==> src/rtl/psram_pkg.sv <==
// Shared constants for the PSRAM burst front-end: FSM encoding, engine
// address width and a clamped clog2 helper for parameter-derived widths.
package psram_pkg;

  localparam int M_ADDR_W = 24;

  localparam logic [2:0] S_IDLE    = 3'd0;
  localparam logic [2:0] S_WR_WAIT = 3'd1;
  localparam logic [2:0] S_WR_BYTE = 3'd2;
  localparam logic [2:0] S_RD_WAIT = 3'd3;
  localparam logic [2:0] S_RD_BYTE = 3'd4;
  localparam logic [2:0] S_END     = 3'd5;

  // Never returns 0 so that vectors derived from it stay legal.
  function automatic int clog2_min1(input int v);
    return (v <= 2) ? 1 : $clog2(v);
  endfunction

endpackage

==> src/rtl/psram_clk_div.sv <==
// Slow-clock enable generator and registered rising-edge detectors for the
// byte engine's handshake strobes.
module psram_clk_div #(
  parameter int CLKDIV = 4
) (
  input  logic clk,
  input  logic rst_n,
  input  logic hold,
  input  logic byte_available,
  input  logic ready_for_next_byte,
  output logic clk_pulse_slow,
  output logic rd_ev,
  output logic wr_ev
);

  localparam int DW = $clog2(CLKDIV);

  logic [DW-1:0] div;
  logic [1:0]    ba_q, rn_q;

  always_ff @(posedge clk or negedge rst_n) begin
    if (!rst_n) begin
      div  <= '0;
      ba_q <= '0;
      rn_q <= '0;
    end else begin
      div  <= div + DW'(1);
      ba_q <= {ba_q[0], byte_available};
      rn_q <= {rn_q[0], ready_for_next_byte};
    end
  end

  // Withholding the enable freezes the engine while a write word is missing.
  assign clk_pulse_slow = (div == '0) && !hold;
  assign rd_ev = ba_q[0] & ~ba_q[1];
  assign wr_ev = rn_q[0] & ~rn_q[1];

endmodule

==> src/rtl/psram_burst_ctrl.sv <==
// Word-burst front-end for the quad-SPI PSRAM byte engine.
// Define PSRAM_BURST_TIMEOUT_EN to enable the stall watchdog and sticky irq.
module psram_burst_ctrl
  import psram_pkg::*;
#(
  parameter int WORD_BYTES  = 4,
  parameter int ADDR_W      = 22,
  parameter int MAX_BURST   = 8,
  parameter int CLKDIV      = 4,
  parameter int TIMEOUT_CYC = 4096,
  localparam int DW = 8 * WORD_BYTES,
  localparam int LW = clog2_min1(MAX_BURST)
) (
  input  logic                clk,
  input  logic                rst_n,
  input  logic [ADDR_W-1:0]   a,
  input  logic [LW-1:0]       len,
  input  logic                rd,
  input  logic                we,
  input  logic [DW-1:0]       wdata,
  input  logic                wvalid,
  output logic                wready,
  output logic [DW-1:0]       rdata,
  output logic                rvalid,
  output logic                ready,
  output logic                irq,
  input  logic                irq_clr,
  output logic                clk_pulse_slow,
  output logic                m_rd,
  output logic                m_rend,
  output logic                m_we,
  output logic                m_wend,
  output logic [M_ADDR_W-1:0] m_a,
  output logic [7:0]          m_din,
  input  logic [7:0]          m_dout,
  input  logic                m_byte_available,
  input  logic                m_ready_for_next_byte,
  input  logic                m_ready
);

  localparam int AB = $clog2(WORD_BYTES);
  localparam int CW = $clog2(WORD_BYTES * MAX_BURST + 1);
  localparam int BW = clog2_min1(WORD_BYTES);
  localparam logic [BW-1:0] LAST_B = BW'(WORD_BYTES - 1);

  logic [2:0]    state;
  logic          is_wr, rst_done, rd_ev, wr_ev, tmo;
  logic [CW-1:0] cnt;
  logic [BW-1:0] bcnt;
  logic [DW-1:0] shreg, rd_nxt;

  psram_clk_div #(.CLKDIV(CLKDIV)) u_div (
    .clk                 (clk),
    .rst_n               (rst_n),
    .hold                (wready),
    .byte_available      (m_byte_available),
    .ready_for_next_byte (m_ready_for_next_byte),
    .clk_pulse_slow      (clk_pulse_slow),
    .rd_ev               (rd_ev),
    .wr_ev               (wr_ev)
  );

  assign ready  = rst_done && (state == S_IDLE) && m_ready && !(rd || we);
  assign m_din  = shreg[DW-1 -: 8];
  assign rd_nxt = (shreg << 8) | DW'(m_dout);

  always_ff @(posedge clk or negedge rst_n) begin
    if (!rst_n) begin
      state    <= S_IDLE;
      is_wr    <= 1'b0;
      rst_done <= 1'b0;
      cnt      <= '0;
      bcnt     <= '0;
      shreg    <= '0;
      m_a      <= '0;
      m_we     <= 1'b0;
      m_rd     <= 1'b0;
      m_wend   <= 1'b0;
      m_rend   <= 1'b0;
      wready   <= 1'b0;
      rvalid   <= 1'b0;
      rdata    <= '0;
    end else begin
      rst_done <= 1'b1;
      m_we     <= 1'b0;
      m_rd     <= 1'b0;
      m_wend   <= 1'b0;
      m_rend   <= 1'b0;
      rvalid   <= 1'b0;
      if (tmo) begin
        state  <= S_IDLE;
        wready <= 1'b0;
        m_wend <= is_wr;
        m_rend <= !is_wr;
      end else begin
        case (state)
          S_IDLE: if (we || rd) begin
            is_wr <= we;
            m_a   <= M_ADDR_W'(a) << AB;
            cnt   <= CW'(WORD_BYTES) * (CW'(len) + CW'(1));
            bcnt  <= '0;
            shreg <= wdata;
            state <= we ? S_WR_WAIT : S_RD_WAIT;
          end
          S_WR_WAIT: if (m_ready) begin
            m_we  <= 1'b1;
            state <= S_WR_BYTE;
          end
          S_RD_WAIT: if (m_ready) begin
            m_rd  <= 1'b1;
            state <= S_RD_BYTE;
          end
          S_WR_BYTE: begin
            if (wready) begin
              if (wvalid) begin
                shreg  <= wdata;
                wready <= 1'b0;
              end
            end else if (wr_ev) begin
              shreg <= shreg << 8;
              cnt   <= cnt - CW'(1);
              if (bcnt == LAST_B) begin
                bcnt   <= '0;
                wready <= (cnt != CW'(1));
              end else begin
                bcnt <= bcnt + BW'(1);
              end
              if (cnt == CW'(1)) begin
                state  <= S_END;
                m_wend <= 1'b1;
              end
            end
          end
          S_RD_BYTE: if (rd_ev) begin
            shreg <= rd_nxt;
            cnt   <= cnt - CW'(1);
            if (bcnt == LAST_B) begin
              bcnt   <= '0;
              rvalid <= 1'b1;
              rdata  <= rd_nxt;
            end else begin
              bcnt <= bcnt + BW'(1);
            end
            if (cnt == CW'(1)) begin
              state  <= S_END;
              m_rend <= 1'b1;
            end
          end
          S_END:   state <= S_IDLE;
          default: state <= S_IDLE;
        endcase
      end
    end
  end

`ifdef PSRAM_BURST_TIMEOUT_EN
  localparam int TW = $clog2(TIMEOUT_CYC + 1);

  logic [TW-1:0] wd;
  logic [2:0]    state_q;

  always_ff @(posedge clk or negedge rst_n) begin
    if (!rst_n) begin
      wd      <= '0;
      state_q <= S_IDLE;
      irq     <= 1'b0;
    end else begin
      state_q <= state;
      if (state != state_q || rd_ev || wr_ev || state == S_IDLE) wd <= '0;
      else                                                        wd <= wd + TW'(1);
      // A timeout in the same cycle as a clear wins.
      if (tmo)          irq <= 1'b1;
      else if (irq_clr) irq <= 1'b0;
    end
  end

  assign tmo = (state != S_IDLE) && (wd == TW'(TIMEOUT_CYC));
`else
  logic unused_cfg;
  assign unused_cfg = irq_clr ^ TIMEOUT_CYC[0];
  assign tmo = 1'b0;
  assign irq = 1'b0;
`endif

endmodule

==> config.mk <==
export PLATFORM = sky130hd
export DESIGN_NAME = psram_burst_ctrl
export DESIGN_NICKNAME = d
export VERILOG_FILES = /design/src/rtl/psram_pkg.sv /design/src/rtl/psram_clk_div.sv /design/src/rtl/psram_burst_ctrl.sv
export SDC_FILE = /design/constraint.sdc
export NUM_CORES = 1
export LEC_CHECK = 0
export BUFFER_PORTS_ARGS = -buffer_cell sky130_fd_sc_hd__buf_2
export CELL_PAD_IN_SITES_DETAIL_PLACEMENT = 1
export CELL_PAD_IN_SITES_GLOBAL_PLACEMENT = 2
export CORE_MARGIN = 5
export CORE_UTILIZATION = 35
export DETAILED_ROUTE_END_ITERATION = 6
export HOLD_SLACK_MARGIN = 0.08
export PLACE_DENSITY_LB_ADDON = 0.25
export SETUP_SLACK_MARGIN = 0.2
export SLEW_MARGIN = 10
export SYNTH_ARGS = -nofsm -noshare
export SYNTH_HDL_FRONTEND = slang
export SYNTH_SLANG_ARGS = --single-unit
==> constraint.sdc <==
create_clock -name clk -period 2.2 [get_ports clk]
set_input_delay 0 -clock clk [delete_from_list [all_inputs] [get_ports clk]]
set_output_delay 0 -clock clk [all_outputs]
set_load 0.01 [all_outputs]
**Yosys cells after proc, flatten, opt, wreduce, memory -nomap -nowiden**

Index checks and enable logic that the tools add are counted.

- Word-level logic and storage cells: 97
- Input bits: 74
- Output and inout port bits: 73
- Bits in registers: 110

- Reductions and logical operators: 15
- $add $sub $neg: 4
- Bitwise logic cells: 5
- Multiplexer cells: 42
- Equal/unequal tests: 15

Operators with widths:

| kind | count |
|---|---|
| $mux 32 | 5 |
| $pmux 32 s3 | 1 |
| $or 32x8->32 | 1 |
| $mux 6 | 4 |
| $mux 3 | 7 |
| $pmux 6 s3 | 1 |
| $mux 1 | 16 |
| $pmux 3 s5 | 1 |
| $mux 2 | 6 |
| $reduce_and 5->1 | 2 |
| $ne 2x2->1 const B | 4 |
| $eq 3x2->1 const B | 2 |
| $eq 6x1->1 const B | 1 |
| $ne 6x1->1 const B | 1 |
| $pmux 2 s3 | 1 |
| $reduce_and 6->1 | 1 |
| $sub 6x1->6 const B | 1 |
| $add 2x1->2 const B | 2 |
| $add 3x1->4 const B | 1 |
| $logic_and 1x1->1 | 4 |
| $ne 2x1->1 const B | 2 |
| $eq 3x1->1 const B | 1 |
| $eq 3x3->1 const B | 1 |
| $logic_not 3->1 | 1 |
| 11 further kinds | 14 |

**Longest topological paths before layout**

Gate-level depths: netlist (run 1).

- Depth in word-level cells: 5
- Gate-level depth with buffers: 6
- Mapped depth without buffers: 5

**Hierarchy**

A second synthesis (run 1) with hierarchy kept.

- Cells, all modules: 443
- Area, all modules: 5263.8 µm²

By module, submodules not included:

| module | seq. area each (µm²) | area an instance (µm²) | cells each | times used |
|---|---|---|---|---|
| psram_burst_ctrl | 2602.5 | 5052.3 | 431 | 1 |
| psram_clk_div | 150.1 | 211.5 | 12 | 1 |

**Worst setup path after synthesis (run 1)**

OpenSTA, ideal clock, no wires.

- Path kind: flip-flop to flip-flop
- Start point: reg state[2]
- End point: reg shreg[19]
- Slack: 0.254 ns
- Data arrival time: 1.821 ns
- Library setup time: 0.125 ns
- Cell stages (with the launch flop): 7
- Buffers on the path: 2
- Cell sequence: dfrtp_1 buf_2 nor3b_2 a21oi_2 clkbuf_1 mux2_2 mux2_4

- Word-level cells in the longest chain between the ends: 3
- Elaborated cells between the ends (all ways): 10
- Classes of those cells: 6 x eq/ne; 1 x mux; 3 x reduce/logical

Ends and longest elaborated chain:

| item | RTL line | RTL |
|---|---|---|
| from (decl) | psram_burst_ctrl.sv:46 | `logic [2:0] state;` |
| from (signal assigned) | psram_burst_ctrl.sv:103 | `state <= we ? S_WR_WAIT : S_RD_WAIT;` |
| $eq 3x2->1, or another cell as far along | psram_burst_ctrl.sv:96 | `case (state)` |
| $ne 3x2->1 (no line), or another cell as far along | -- |  |
| $reduce_and 5->1 (no line) | -- |  |
| to (signal assigned) | psram_burst_ctrl.sv:102 | `shreg <= wdata;` |
| to (signal assigned) | psram_burst_ctrl.sv:116 | `shreg <= wdata;` |
| to (signal assigned) | psram_burst_ctrl.sv:120 | `shreg <= shreg << 8;` |
| to (decl) | psram_burst_ctrl.sv:50 | `logic [DW-1:0] shreg, rd_nxt;` |

Parallel ways exist; a longest one is shown, timed or not.
A chain may end at the register's enable or synchronous reset.

**Worst setup path after layout (run 1)**

- Start point: reg state[1]
- End point: reg shreg[1]

The elaborated chain is that of the path after synthesis.

==> out/metrics.yaml, run 1 <==
run_status:
  status: "finished, final reports clean"
worst_setup_path:
  endpoint_kind: "flop"
  path_cells: "or4_4, nor2_4, a211oi_4, buf_12, mux2_4"
  cp_slowest_stage_delay_ns: 0.58
  arrival_ns: 2.20
  cp-start-kind: "flop"
  crit_path_max_fanout: 32
  critPathKind: "flop to flop"
  required_ns: 2.43
  cp_slowest_cell: "or4_4"
clock_network:
  insertion_delay_ns: 0.34
  clock-sinks: 110
  cts_tree: "done"
  clk_pin_slew_ns: 0.07
  cts-root-buf: "clkbuf_16"
  cts_made_buffers: 9
  h-tree-depth: 3
  clockBufferDepth: 2
logic_synthesis:
  synth-seq-cells: 110
  async_flop_share_pct: 100.0
  ys_top_cells_by_area: "dfrtp_1 (55%), mux2_4 (15%), mux2_2 (14%)"
  synthMostInstantiatedCell: "dfrtp_1"
  synth_top_area_share_pct: 54.66
  synth-main-ff-cell: "dfrtp_1"
  post-synth-top-area-cell: "dfrtp_1"
  synth_edf_count: 0
  synth_common_cells: "dfrtp_1 (110), mux2_2 (61), mux2_4 (50)"
  syn_inst: 349
  synth_area_per_cell_um2: 14.43
  yosysWarnings: 0
  synth_cell_types: 42
  synth_seq_area_share_pct: 54.66
  synth_area_um2: 5036
placement:
  globalplace.congestion: 0.7113
  place_area_um2: 6042
  hpwl_um: 9035
  io_buffers: 142
  pre_cts_ws_ns: 0.2109
floorplanning:
  die_area_um2: 16890
  start_util_pct: 36.00
  die_h_um: 130.0
  die_x_um: 130.0
  ios: 147
  coreArea_um2: 13990
  core.rowCount: 43
grt:
  grt_usage_pct: 16.43
  grt_pass1_wl_um: 21700
  grt_pass1_vias: 4148
  antenna_found_initial: 0
  gr-total-overflow: 0
  grt_max_degree: 45
layout:
  postLayoutCoreUtil_pct: 50.43
  syn2layout_area_growth_pct: 40.07
  seqCellArea_um2: 2754
  multi_input_area_um2: 2172
  fin_nets: 650
  n_fill_cell: 1472
  diodes: 0
  fin_area_um2: 7054
  drive_gt1_share_pct: 51.65
route:
  routedWlPerCell_um: 17.85
  final_antenna_net_count: 0
  drc: 0
  drt-initial-drc-count: 149
  drt-pass1-iter-count: 4
  drt-total-wl_um: 13480
  vias_per_cell: 4.762
  via_count: 3595
timing:
  setup_viol: 0
  maxSlewViolCount: 0
  tightest_slew_ns: 0.5760
  clock_skew_ns: 0.006881
  timing.fmax_ghz: 0.5088
  final.min_clock_period_ns: 1.965
  rsz0062_at_grt: "true"
  hold_slack_ns: 0.1547
  slew_headroom_pct: 61.60
  final.setup.worst_slack_ns: 0.2346
  post-route-period-util_pct: 89.34
  final.setup.tns_ns: 0
  hold_viol_final: 0
power_and_ir_drop:
  vdd.ir_drop.worst_mv: 0.5305
  p_leak_nw: 3.507
  power.density_nw_per_um2: 1276
run:
  cap_violations: 0
hold_path:
  hold_class: "input port to flop"
[cells by family after synthesis]
family | count (synthesis) | synth area share (%)
DFF | 110 | 54.66
muxes | 111 | 28.55
xor gates and xnor gates | 2 | 0.3479
and+or+nand+nor | 49 | 5.665
buffers and inverters | 28 | 3.329
AOI/OAI and AO/OA | 42 | 6.062
other | 2 | 0.1491
adders and majority gates | 5 | 1.242
[cell usage in the layout, fill, tap and decap left out, drive strengths merged, types with 5 or more instances in the layout]
master and count:
buf 160, ha 5, nor2 11, inv 7, nor2b 5, o21ai 13, a22o 10, dfrtp 110
dlygate4sd3 70, nand3 5, nor3 5, nand2 8, clkbuf 11, mux2 111
[area by class of cell]
type,instances,area share (%)
timing repair buffer,230,22.49
clock buffer,11,3.441
inverter,7,0.3725
sequential,110,39.04
tap,180,3.193
clock inverter,4,0.6740
multi-input combinational,213,30.79
[sequential cells by signal, indices dropped and copies added, names as in the netlist, 3 cells and up]
signal  flops
rdata      32
shreg      32
m_a        22
cnt         6
state       3
[power by group]
group / switching (mW) / leakage [nW] / internal, mW
Sequential: 0.486 / 1.36 / 2.69
Clock: 0.706 / 0.141 / 0.905
Combinational: 1.81 / 2.00 / 2.40
[layer usage]
layer  wire (µm)  vias to the layer above  track usage [%]
met5           0                        -                0
met4         208                        0            5.746
li1            -                     1687                -
met2        6895                       79            29.21
met3         527                       13            2.415
met1        5848                     1816            20.37
[stage by stage]
step	total power, mW	cells
after floorplan	6.060	351
after global placement	7.187	670
after detailed placement	7.314	670
after CTS	9.084	755
after global routing	9.563	755
final	9.002	755
[worst max-delay path, delay by kind of cell (launching register included)]
| kind | cells | cell delay, ns |
|---|---|---|
| simple gates | 2 | 0.76 |
| mux | 1 | 0.33 |
| compound gates | 1 | 0.07 |
| buf+inv | 1 | 0.22 |
| flops | 1 | 0.46 |
[worst paths after layout]
| kind | start | end | slack [ns] | cells past startpoint |
|---|---|---|---|---|
| min reg2reg | u_div.ba_q[0]$_DFF_PN0_ | u_div.ba_q[1]$_DFF_PN0_ | 0.40 | 0 |
| min in group asynchronous | rst_n | shreg[0]$_DFFE_PN0P_ | 0.21 | 2 |
| max in group asynchronous | rst_n | state[1]$_DFFE_PN0P_ | 1.17 | 3 |
| max reg2reg | state[1]$_DFFE_PN0P_ | shreg[1]$_DFFE_PN0P_ | 0.23 | 5 |
| min | we | state[1]$_DFFE_PN0P_ | 0.15 | 4 |
| max | state[1]$_DFFE_PN0P_ | shreg[1]$_DFFE_PN0P_ | 0.23 | 5 |
[repair_timing]
| action | in CTS | in global routing |
|---|---|---|
| gates resized for setup | 0 | 6 |
| buffers inserted | 0 | 0 |
| hold buffers | 70 | 0 |
| hold endpoints to repair | 111 | 0 |
| endpoints found under the setup margin | 0 | 40 |
Note: power is estimated with default switching activity, not from simulation.
==> run 2: changes to the inputs <==
Clock period 2.2 ns to 1.9 ns, I/O delays scaled along.
==> run 2 against run 1 <==
Effect of this change:
- the flow now finishes with violations (negative setup slack)
- maximum frequency grew 2.8%
- sequential power grew 16%
- sequential share of layout area shrank 0.94 points
- clock power grew 11%
- routed wire length grew 1.9%
- combinational power grew 25%
- largest cell class unchanged
- hold slack lost 0.053 ns
- flip-flop and latch count is the same
- first-iteration DRC count grew 2.7%
==> out/metrics.yaml, run 2 (synthesis gave the netlist of run 1 again) <==
run_status:
  status: "complete, but fails checks"
  violations: "negative setup slack"
worst_setup_path:
  arrival_ns: 2.15
  rrSetupSlack_ns: -0.01
  cp_slowest_cell: "or4_4"
  path_cells: "or4_4, nor2_4, a211oi_4, buf_12, mux2_4"
  cp-start-kind: "flop"
  critPathKind: "flop to flop"
  endpoint_kind: "flop"
  cp_slowest_stage_delay_ns: 0.58
  ff2ff_path_depth: 5
  required_ns: 2.13
  crit_path_max_fanout: 15
placement:
  hpwl_um: 9254
  io_buffers: 142
  pre_cts_ws_ns: -0.07296
  globalplace.congestion: 0.7855
timing:
  hold_slack_ns: 0.1016
  rsz0062_at_grt: "true"
  timing.fmax_ghz: 0.5230
  maxSlewViolCount: 0
  clock_skew_ns: 0.007525
  hold_viol_final: 0
  tightest_slew_ns: 0.5509
  setup_viol: 18
  final.min_clock_period_ns: 1.912
  final.setup.worst_slack_ns: -0.01198
  post-route-period-util_pct: 100.6
  slew_headroom_pct: 63.00
clock_network:
  cts_made_buffers: 9
  clk_pin_slew_ns: 0.07
  cts_tree: "done"
  h-tree-depth: 3
  cts-root-buf: "clkbuf_16"
  clock-sinks: 110
  clockBufferDepth: 2
  insertion_delay_ns: 0.35
hold_path:
  hold_class: "input port to flop"
  min_path_cells: 4
layout:
  postLayoutCoreUtil_pct: 51.73
  diodes: 0
  multi_input_area_um2: 2181
  fin_nets: 662
  final_cell_mix: "buf_2 (140), dfrtp_1 (107), dlygate4sd3_1 (70)"
  final_common_cell: "buf_2"
  syn2layout_area_growth_pct: 43.68
  n_fill_cell: 1464
  seqCellArea_um2: 2756
  largestRegisters: "rdata x32, shreg x32, m_a x22"
  drive_gt1_share_pct: 53.40
floorplanning:
  ios: 147
  start_util_pct: 36.00
  die_area_um2: 16890
  coreArea_um2: 13990
  core.rowCount: 43
  die_h_um: 130.0
  die_x_um: 130.0
power_and_ir_drop:
  finalPower_mw: 10.77
  vdd.ir_drop.worst_mv: 0.6984
  p_leak_nw: 3.602
  power.density_nw_per_um2: 1489
route:
  drt-total-wl_um: 13730
  routedWlPerCell_um: 17.88
  drt-initial-drc-count: 153
  via_count: 3658
  vias_per_cell: 4.763
  drc: 0
  final_antenna_net_count: 0
  drt-pass1-iter-count: 4
grt:
  grt_pass1_vias: 4024
  use_met3_pct: 2.743
  met1_usage_pct: 20.61
  gr-total-overflow: 0
  grt_pass1_wl_um: 21220
  use_met2_pct: 28.00
  busiest_layer: "met2"
  grt_usage_pct: 16.24
  grt_max_degree: 48
  antenna_found_initial: 0
run:
  cap_violations: 0
## run 2: routing by layer
metal	vias to the layer above	routed length (µm)
li1	1707	-
met2	96	6889
met3	12	646
met1	1843	5990
met5	-	0
met4	0	205
## run 2: critical path, delay by kind of cell, from the launching register on
kind	cells	cell delay (ns)
AOI/OAI and AO/OA	1	0.10
muxes	1	0.30
DFF	1	0.45
and+or+nand+nor	2	0.76
buffers and inverters	1	0.19
## run 2: path summary, 6_finish.rpt
check                                        start                      end
max                           state[1]$_DFFE_PN0P_    shreg[22]$_DFFE_PN0P_
min                                         len[1]       cnt[3]$_DFFE_PN0P_
max reg2reg                   state[1]$_DFFE_PN0P_    shreg[22]$_DFFE_PN0P_
min reg2reg                u_div.rn_q[0]$_DFF_PN0_  u_div.rn_q[1]$_DFF_PN0_
max in group asynchronous                    rst_n    shreg[26]$_DFFE_PN0P_
min in group asynchronous                    rst_n     rdata[1]$_DFFE_PN0P_
## run 2: where the power goes
group / total [mW] / internal (mW) / switching (mW)
clock network: 1.79 / 0.930 / 0.860
registers: 3.70 / 3.12 / 0.580
logic: 5.29 / 3.14 / 2.15
total: 10.8 / 7.18 / 3.59
## run 2: cell type report
class                      count  share of cell area, %
clock buffer                  11                  3.355
clock inverter                 5                 0.4496
inverter                       7                 0.3631
multi-input combinational    213                  30.14
sequential                   110                  38.09
tap                          180                  3.113
timing repair buffer         242                  24.49
## run 2: metrics by stage
step	area (µm²)	TNS, ns	cells
after global routing	7236	-2.387	768
after floorplan	5080	0	351
final	7236	-0.1007	768
after CTS	7171	-0.09008	766
after detailed placement	6173	-1.831	679
after global placement	6173	-0.3021	679
## run 2: repair_timing
| item | 4_1_cts | 5_1_grt |
|---|---|---|
| endpoints found under the setup margin | 97 | 97 |
| pin swaps | 2 | 1 |
| endpoints found under the hold margin | 179 | 0 |
| resized for setup | 5 | 5 |
| hold buffers | 70 | 0 |
| gates cloned | 0 | 2 |
| buffers inserted | 1 | 0 |
==> run 3: changes to the inputs <==
Settings changed: BUFFER_PORTS_ARGS -buffer_cell sky130_fd_sc_hd__buf_2 to not set, CORE_UTILIZATION 35 to 40, DONT_BUFFER_PORTS set to 1, SYNTH_HIERARCHICAL set to 1.
==> run 3 against run 2 <==
Effect of this change:
- critical path type unchanged
- largest cell class unchanged
- global-route usage rose by 3.5 points
- the flow finishes with violations (negative hold slack)
- largest power group unchanged
- die area fell by 7.9%
- hold slack got worse by 0.76 ns
==> out/metrics.yaml, run 3 <==
run_status:
  status: "complete, but fails checks"
  violations: "negative hold slack"
timing:
  tightest_slew_ns: 0.5350
  final.min_clock_period_ns: 1.829
  setup_viol: 0
  clock_skew_ns: 0.006563
  hold_viol_final: 110
  post-route-period-util_pct: 96.27
  maxSlewViolCount: 0
  rsz0062_at_grt: "true"
  timing.fmax_ghz: 0.5467
  slew_headroom_pct: 64.01
  hold_slack_ns: -0.6599
clock_network:
  clockBufferDepth: 2
  cts_made_buffers: 9
  cts_hold_buf: 71
  clock-sinks: 110
  cts-root-buf: "clkbuf_16"
  clk_pin_slew_ns: 0.07
  h-tree-depth: 3
  insertion_delay_ns: 0.35
  cts_tree: "done"
layout:
  n_fill_cell: 1302
  final_cell_mix: "dfrtp_1 (106), mux2_2 (74), dlygate4sd3_1 (71)"
  fin_nets: 613
  final_common_cell: "dfrtp_1"
  syn2layout_area_growth_pct: 33.14
  seqCellArea_um2: 2758
  diodes: 0
  largestRegisters: "rdata x32, shreg x32, m_a x22"
  multi_input_area_um2: 2517
  drive_gt1_share_pct: 34.51
route:
  routedWlPerCell_um: 21.43
  drt-total-wl_um: 15320
  drt-initial-drc-count: 169
  drt-pass1-iter-count: 4
  via_count: 3948
  vias_per_cell: 5.522
  drc: 0
  final_antenna_net_count: 0
power_and_ir_drop:
  pwr-share-comb_pct: 49.1
  finalPower_mw: 11.49
  power.density_nw_per_um2: 1640
  power_frac_seq_pct: 35.0
  p_int_mw: 7.213
  vdd.ir_drop.worst_mv: 0.7150
  netSwitchingFraction_pct: 37.24
  power_frac_clock_pct: 15.9
  p_leak_nw: 3.178
  p_switching_mw: 4.280
logic_synthesis:
  synth_area_per_cell_um2: 11.88
  ys_top_cells_by_area: "dfrtp_1 (52%), mux2_2 (18%), o21ai_0 (2.8%)"
  synth_seq_area_share_pct: 52.29
  synthMostInstantiatedCell: "dfrtp_1"
  async_flop_share_pct: 100.0
  synth-seq-cells: 110
  synth-main-ff-cell: "dfrtp_1"
  synth_top_area_share_pct: 52.29
  synth_edf_count: 0
  post-synth-top-area-cell: "dfrtp_1"
  synth_cell_types: 46
  synth_common_cells: "dfrtp_1 (110), mux2_2 (84), nand2_1 (29), o21ai_0 (29), nor2_1 (18)"
  syn_inst: 443
  synth_area_um2: 5264
  yosysWarnings: 6
placement:
  io_buffers: 0
  hpwl_um: 9465
  globalplace.congestion: 0.7944
worst_setup_path:
  required_ns: 2.14
  crit_path_max_fanout: 9
  critPathKind: "flop to flop"
  endpoint_kind: "flop"
  cp-start-kind: "flop"
  arrival_ns: 2.07
hold_path:
  hold_class: "input port to asynchronous set/reset pin"
grt:
  antenna_found_initial: 0
  grt_usage_pct: 19.73
  grt_pass1_wl_um: 24500
  gr-total-overflow: 0
  grt_max_degree: 111
  grt_pass1_vias: 4386
floorplanning:
  coreArea_um2: 13090
  die_area_um2: 15550
  start_util_pct: 40.23
  die_x_um: 124.7
  die_h_um: 124.7
  core.rowCount: 42
  ios: 147
run:
  cap_violations: 0
==> run 3: changes by cell type after synthesis, moves of 7 or more <==
cell | before | now
mux2_4 | 50 | 9
mux2_2 | 61 | 84
nand2_1 | 8 | 29
a21o_1 | 0 | 16
o21ai_0 | 13 | 29
a221oi_1 | 0 | 15
a31oi_1 | 2 | 16
a22o_1 | 10 | 1
a21oi_1 | 2 | 10
nor2_1 | 10 | 18
buf_1 | 0 | 7
clkbuf_1 | 4 | 11
==> run 3: power groups by stage <==
stage	clock network, mW	logic (mW)	registers (mW)
after CTS	1.88	5.12	4.02
after global placement	0	4.18	4.00
after global routing	2.01	6.11	4.14
after floorplan	0	3.35	3.75
after detailed placement	0	4.37	4.05
final	1.83	5.64	4.02
==> run 3: timing repair <==
action,in CTS,in global routing
setup buffers,11,6
endpoints found under the hold margin,182,110
gates resized for setup,26,32
cloned,2,1
setup endpoints to repair,88,63
pin swaps,3,7
==> run 3: cell families after synthesis <==
family | Yosys count | synth area share, %
DFF | 110 | 52.29
AOI/OAI and AO/OA | 106 | 13.36
muxes | 96 | 21.11
and+or+nand+nor | 76 | 7.274
buffers and inverters | 46 | 4.302
adders and majority gates | 5 | 1.188
other | 2 | 0.1427
xor gates and xnor gates | 2 | 0.3328
==> run 3: final cells by class <==
type                            count  area share (%)
Sequential cell                   110           39.35
Inverter                           11          0.5892
Clock inverter                      3          0.2500
Multi-Input combinational cell    289           35.92
Timing Repair Buffer              113           16.89
Tap cell                          176           3.142
Clock buffer                       13           3.856
==> run 3: path summary, 6_finish.rpt <==
| kind | slack (ns) | endpoint | from | cells past startpoint |
|---|---|---|---|---|
| max | 0.07 | shreg[13]$_DFFE_PN0P_ | state[1]$_DFFE_PN0P_ | 5 |
| min in group clk | 0.09 | shreg[21]$_DFFE_PN0P_ | wdata[21] | 4 |
| max in group asynchronous | 2.39 | u_div/ba_q[1]$_DFF_PN0_ | rst_n | 0 |
| min | -0.66 | m_a[19]$_DFFE_PN0P_ | rst_n | 0 |
| max reg2reg | 0.07 | shreg[13]$_DFFE_PN0P_ | state[1]$_DFFE_PN0P_ | 5 |
| min reg2reg | 0.39 | u_div/ba_q[1]$_DFF_PN0_ | u_div/ba_q[0]$_DFF_PN0_ | 0 |
==> run 3: critical path, cell delays in order, from the launching register on <==
cell	delay, ns
dfrtp_2	0.45
or3b_4	0.41
o31a_1	0.14
buf_12	0.16
mux2_4	0.29
mux2_2	0.26
==> run 3: stage by stage <==
stage | cells | TNS, ns | util [%] | area, µm² | worst slack (ns)
6_report | 715 | 0 | 53.56 | 7008 | 0.07085
5_1_grt | 715 | 0 | 53.56 | 7008 | 0.02460
4_1_cts | 708 | 0 | 51.95 | 6798 | 0.06919
3_5_place_dp | 608 | -0.5880 | 42.36 | 5543 | -0.05806
3_3_place_gp | 608 | 0 | 42.36 | 5543 | 0.04171
2_1_floorplan | 445 | 0 | - | 5280 | 0.08024
==> run 3: metal layers <==
| layer | vias to the layer above | routed length (µm) | track usage, % |
|---|---|---|---|
| li1 | 1780 | - | - |
| met1 | 2033 | 6443 | 24.05 |
| met2 | 115 | 7558 | 33.59 |
| met3 | 20 | 1041 | 6.261 |
| met4 | 0 | 276 | 5.609 |
| met5 | - | 0 | 0 |
